--- config.mk ---
export PLATFORM = sky130hd
export DESIGN_NAME = prng_word_packer
export DESIGN_NICKNAME = d
export VERILOG_FILES = /design/src/rtl/prng_word_packer.sv
export SDC_FILE = /design/constraint.sdc
export NUM_CORES = 1
export LEC_CHECK = 0
export ABC_AREA = 1
export CAP_MARGIN = 20
export CORE_ASPECT_RATIO = 0.5
export CORE_MARGIN = 2
export CORE_UTILIZATION = 45
export DETAILED_ROUTE_END_ITERATION = 16
export DONT_BUFFER_PORTS = 1
export GPL_ROUTABILITY_DRIVEN = 0
export HOLD_SLACK_MARGIN = 0.02
export SYNTH_ARGS = -nofsm -noshare
export SYNTH_HDL_FRONTEND = slang
export SYNTH_SLANG_ARGS = --single-unit
--- constraint.sdc ---
create_clock -name clk -period 3.55 [get_ports clk]
set_input_delay 0.8875 -clock clk [delete_from_list [all_inputs] [get_ports clk]]
set_output_delay 0.8875 -clock clk [all_outputs]
set_load 0.01 [all_outputs]
--- src/rtl/prng_word_packer.sv ---
// prng_word_packer
// Packs the serial LFSR bit stream into WIDTH-bit words, MSB first, and
// buffers completed words in a 2-entry FIFO with a valid/ready output.
// The LFSR cannot be stalled, so a word that completes while the FIFO is
// full and not draining is dropped, flagged in a sticky overflow bit and
// counted in a saturating 8-bit drop counter.
// Optional feature macro: PRNG_PACK_ONES_EN adds a per-entry popcount
// presented on ones_out for generator bias monitoring.
module prng_word_packer #(
    parameter int WIDTH = 8
) (
    input  logic             clk,
    input  logic             rst,
    input  logic             bit_in,
    input  logic             bit_valid,
    input  logic             flush,
    output logic [WIDTH-1:0] word_out,
    output logic             word_valid,
    input  logic             word_ready,
    output logic             overflow,
    output logic [7:0]       drop_count
`ifdef PRNG_PACK_ONES_EN
    ,
    output logic [$clog2(WIDTH+1)-1:0] ones_out
`endif
);

    localparam int CW = $clog2(WIDTH);
    localparam int OW = $clog2(WIDTH + 1);
    localparam logic [CW-1:0] CNT_LAST = CW'(WIDTH - 1);

    logic [WIDTH-1:0] acc_q, acc_d;
    logic [CW-1:0]    cnt_q, cnt_d;
    logic [WIDTH-1:0] mem_q [2];
    logic [WIDTH-1:0] mem_d [2];
    logic             wr_ptr_q, wr_ptr_d;
    logic             rd_ptr_q, rd_ptr_d;
    logic [1:0]       occ_q, occ_d;
    logic             overflow_q, overflow_d;
    logic [7:0]       drop_q, drop_d;

`ifdef PRNG_PACK_ONES_EN
    logic [OW-1:0]    ones_mem_q [2];
    logic [OW-1:0]    ones_mem_d [2];
`endif

    logic [WIDTH-1:0] new_word;
    logic [OW-1:0]    new_ones;
    logic             complete;
    logic             do_pop;
    logic             do_push;
    logic             do_drop;

    // Word that would be completed by the bit on this edge, and the
    // handshake/push/drop decisions derived from FIFO occupancy.
    always_comb begin
        new_word = {acc_q[WIDTH-2:0], bit_in};
        complete = bit_valid && (cnt_q == CNT_LAST);
        do_pop   = (occ_q != 2'd0) && word_ready;
        do_push  = complete && ((occ_q != 2'd2) || do_pop);
        do_drop  = complete && !do_push;
    end

    // Popcount of the word being pushed; only stored when the feature is on.
    always_comb begin
        new_ones = '0;
        for (int i = 0; i < WIDTH; i++) begin
            new_ones = new_ones + OW'(new_word[i]);
        end
    end

    // Next-state logic: flush clears everything and wins over any bit,
    // push or pop on the same edge.
    always_comb begin
        acc_d      = acc_q;
        cnt_d      = cnt_q;
        mem_d      = mem_q;
        wr_ptr_d   = wr_ptr_q;
        rd_ptr_d   = rd_ptr_q;
        occ_d      = occ_q;
        overflow_d = overflow_q;
        drop_d     = drop_q;
`ifdef PRNG_PACK_ONES_EN
        ones_mem_d = ones_mem_q;
`endif
        if (flush) begin
            acc_d      = '0;
            cnt_d      = '0;
            wr_ptr_d   = 1'b0;
            rd_ptr_d   = 1'b0;
            occ_d      = 2'd0;
            overflow_d = 1'b0;
            drop_d     = 8'd0;
        end else begin
            if (bit_valid) begin
                acc_d = new_word;
                cnt_d = complete ? '0 : cnt_q + 1'b1;
            end
            if (do_push) begin
                mem_d[wr_ptr_q] = new_word;
`ifdef PRNG_PACK_ONES_EN
                ones_mem_d[wr_ptr_q] = new_ones;
`endif
                wr_ptr_d = ~wr_ptr_q;
            end
            if (do_pop) begin
                rd_ptr_d = ~rd_ptr_q;
            end
            case ({do_push, do_pop})
                2'b10:   occ_d = occ_q + 2'd1;
                2'b01:   occ_d = occ_q - 2'd1;
                default: occ_d = occ_q;
            endcase
            if (do_drop) begin
                overflow_d = 1'b1;
                if (drop_q != 8'hFF) begin
                    drop_d = drop_q + 8'd1;
                end
            end
        end
    end

    // State registers with asynchronous active-low reset.
    always_ff @(posedge clk or negedge rst) begin
        if (!rst) begin
            acc_q      <= '0;
            cnt_q      <= '0;
            mem_q[0]   <= '0;
            mem_q[1]   <= '0;
            wr_ptr_q   <= 1'b0;
            rd_ptr_q   <= 1'b0;
            occ_q      <= 2'd0;
            overflow_q <= 1'b0;
            drop_q     <= 8'd0;
        end else begin
            acc_q      <= acc_d;
            cnt_q      <= cnt_d;
            mem_q      <= mem_d;
            wr_ptr_q   <= wr_ptr_d;
            rd_ptr_q   <= rd_ptr_d;
            occ_q      <= occ_d;
            overflow_q <= overflow_d;
            drop_q     <= drop_d;
        end
    end

`ifdef PRNG_PACK_ONES_EN
    // Popcount storage alongside each FIFO entry.
    always_ff @(posedge clk or negedge rst) begin
        if (!rst) begin
            ones_mem_q[0] <= '0;
            ones_mem_q[1] <= '0;
        end else begin
            ones_mem_q <= ones_mem_d;
        end
    end

    assign ones_out = (occ_q != 2'd0) ? ones_mem_q[rd_ptr_q] : '0;
`endif

    // Outputs come straight from registers; head is masked to 0 when empty.
    assign word_valid = (occ_q != 2'd0);
    assign word_out   = (occ_q != 2'd0) ? mem_q[rd_ptr_q] : '0;
    assign overflow   = overflow_q;
    assign drop_count = drop_q;

endmodule

==> results summary <==
Walking the worst path, the cells encountered are clkinv_1 > nand2_1 > a21oi_1. The number of buffers inserted during clock tree synthesis is 5. The final number of hold-violating endpoints came out at 0.

The cell sitting at the root of the clock tree is a clkbuf_8. In the final routed layout, each cell accounts on average for about 13 um. At the pin with the least slew margin, the transition time is 0.6372 ns.

The first global-routing pass estimated between 6 and 7 mm of wire. Measured against its own limit, the worst slew margin works out to a little under three fifths. The final layout net count is approximately 240.

Summing internal, switching and leakage power gives about 0.86 mW. The layout cell share with drive strength beyond 1 is between 10% and 20%. The register clock-pin slew on the reported worst setup and hold paths is 0.08 ns. The worst setup path is launched from a flip-flop.

The total inserted antenna cells is 0. The number of top-level design ports is 24. The portion of the post-synthesis area used by sequential elements is 52.17%. Across all setup checks in the final design, the least slack found is ~1.2 ns.

The insertion delay of the later-clocked pin in the worst-skew pair is ~0.29 ns. The cell area after layout is between 1500 and 2000 um^2. The floorplan step set the die width to roughly 95 um.

The number of instances in the synthesized netlist is roughly 230. The total power density per cell area came out at approximately 430 nW/um^2. After filler insertion, the fill cell instance count of the layout stands at roughly 370. The setup total negative slack came out at 0 ns. The detailed router finished its first iteration with 52 violations. The fraction of the core area covered by cells at the end of the flow is between 50% and 60%.

The maximum number of pins on one net before global-route repair came out at 40. The number of placed instances, taps included is ~270. The ratio of routed vias to standard cells came out at around 5.2. Together, buffers and inverters on the worst path number 1. The final max-slew violation count is 0. The tightest hold path in the finished design has a slack of approximately 0.28 ns. The endpoint required time on the critical path is 2.66 ns. The total of warnings raised by yosys came out at 0. The worst supply voltage drop on vdd is between 150 and 200 uV. The post-route DRC violation count came out at 0. The worst setup path is captured at an output port.

The synthesized netlist net count came out at 234. In this design, the largest share of critical-path delay is due to flip-flops. The number of clock sinks is 39.

TritonCTS built the clock tree. For this design, the slowest cell found on the critical path is dfrtp_1. The highest net fanout along the worst path is 10.

Data on the critical path arrives at its endpoint at around 1.4 ns. The standard cell area after detailed placement came out at 1903 um^2. In this run the vertical extent of the chip is 49.59 um. The register bit count reported by yosys is 39. The area of the core is 3944 um^2. The largest buffer count on any clock path is 2. The number of buffers added to fix hold violations after cts came out at 0.

The path category of the worst min-delay check is in2async. The HPWL after detailed placement is between 2 and 3 mm. The die covers around 4700 um^2. For this configuration, the core starts out at a cell density of between 40 and 50%.

The H-tree was split into 2 levels. The worst setup slack before clock tree synthesis came out at between 1 and 1.5 ns. The final period demand of the worst path is 2.316 ns. The via count of the first global-routing pass came out at 1,438. The cell area that synthesis handed to floorplanning was 1871 um^2. After detailed routing, the total wire length is 3.778 mm.

Clock skew on the completed layout was measured at 0.004309 ns. The number of instances resized during post-cts repair came out at 0. The netlist uses 24 different library cells. The post-route antenna net violation count is 0. The synthesis-to-layout area growth is 6.488%. The count of endpoints failing setup in the final report is 0. Setup repair after global routing left no endpoint under its margin. The fmax came out at between 400 and 500 MHz. The length of the first detailed-routing pass in iterations came out at 4. The leakage power summed over all cells is a little under 0.9 nW. The floorplan row count came out at 16. The final critical-path share of the clock period is 65.25%.

The number of antenna violations at the first check in global routing was 0. In this run the tool buffered the top-level ports with 0 buffer cells. The count of non-filler cells in the finished layout is 282. The run finished with clean final reports. Across the run, the number of max-cap violations was 0. The critical path is of the reg2out type.

Each instance of the synthesized netlist takes up on average roughly 8.3 um^2. The total vias in the final route is roughly 1,500. The delay of the slowest cell on the worst path came out at 0.52 ns. The overall track demand over capacity in global routing is between 15 and 20%. The post-CTS setup buffer count came out at 0. Global routing finished with a remaining overflow of 0.
-- cells in the final DEF, fill, tap and decap left out --
cell type,netlist,routed
a21oi_1,11,11
o21ai_1,17,17
xor2_1,1,1
nand2_4,1,1
nand3_2,2,2
dfrtp_1,39,39
nand2_2,3,3
inv_2,3,3
o22ai_1,7,7
or2_1,1,1
nand2_1,71,71
clkinv_1,1,1
clkbuf_8,0,5
clkinvlp_4,0,2
nor2_2,1,1
inv_1,21,21
o21ai_2,5,5
nor2_1,10,10
nand4_1,2,2
o21ai_0,8,8
ha_1,3,3
o21bai_1,1,1
nand3_1,11,11
clkinv_2,0,1
nor3_2,1,1
-- worst register-to-register path, cell delays in order (launching register included) --
cell and delay, ns:
dfrtp_1 0.41, ha_1 0.21, ha_1 0.18, nand2_1 0.10
inv_1 0.08, nand2_2 0.10, inv_2 0.05, nand2_2 0.25
nand2_1 0.09, o21ai_1 0.09
-- cell type report --
type	count	area (um^2)	area share, %
clock buffers	5	68.82	3.455
flip-flops and latches	39	975.9	48.99
clock inverters	3	20.02	1.005
inverters	25	93.84	4.711
well taps	54	67.56	3.392
multi-input cells	156	765.7	38.44
-- routing by layer --
| layer | vias to the layer above | part of all wire [%] | GRT usage (%) |
|---|---|---|---|
| met5 | - | 0 | 0 |
| met4 | 0 | 0.64 | 4.348 |
| met2 | 23 | 46 | 28.99 |
| li1 | 732 | - | - |
| met1 | 695 | 49 | 24.88 |
| met3 | 5 | 4.6 | 6.575 |
-- where the power goes --
part | switching, mW | internal [mW] | total [mW]
clock | 0.162 | 0.137 | 0.298
sequential | 0.0214 | 0.458 | 0.480
combinational | 0.0606 | 0.0219 | 0.0825
-- worst paths after layout --
| kind | from | end | slack [ns] | cells past startpoint |
|---|---|---|---|---|
| worst max-delay path | rd_ptr_q | word_out[3] | 1.23 | 3 |
| worst min-delay path | rst | drop_count[6] | 0.28 | 0 |
| worst max register to register | cnt_q[0] | mem_q[15] | 1.91 | 9 |
| worst min register to register | mem_q[5] | mem_q[5] | 0.49 | 2 |
| max in group asynchronous | rst | drop_count[0] | 3.18 | 0 |
| min in group clk | mem_q[5] | mem_q[5] | 0.49 | 2 |
-- registers in the layout, indices dropped and copies added, names as in the netlist --
register	cells
cnt_q	3
overflow	1
acc_q	7
occ_q	2
rd_ptr_q	1
wr_ptr_q	1
mem_q	16
drop_count	8
-- synthesized netlist by cell type --
cell | number | share of area (%)
o21bai_1 | 1 | 0.40
ha_1 | 3 | 2.0
nor2_1 | 10 | 2.0
or2_1 | 1 | 0.33
nor2_2 | 1 | 0.33
xor2_1 | 1 | 0.47
nand4_1 | 2 | 0.67
nand2_2 | 3 | 1.0
buf_8 | 1 | 0.80
nor3_2 | 1 | 0.54
buf_2 | 4 | 1.1
o21ai_1 | 17 | 4.5
o21ai_0 | 8 | 2.1
inv_2 | 3 | 0.60
clkinv_1 | 1 | 0.20
a21oi_1 | 11 | 2.9
nand3_1 | 11 | 2.9
o22ai_1 | 7 | 2.3
inv_1 | 21 | 4.2
nand3_2 | 2 | 1.1
nand2_4 | 1 | 0.60
o21ai_2 | 5 | 2.3
dfrtp_1 | 39 | 52
nand2_1 | 71 | 14
-- cell families (layout without fill, tap and decap cells) --
group	after synthesis	after routing	share of synthesized area, %
and+or+nand+nor	103	103	23.75
AOI/OAI and AO/OA	49	49	14.72
DFF	39	39	52.17
buffers and inverters	30	33	6.889
adders and majority gates	3	3	2.007
xor gates and xnor gates	1	1	0.4683
Power figures use the tool's default switching activity.
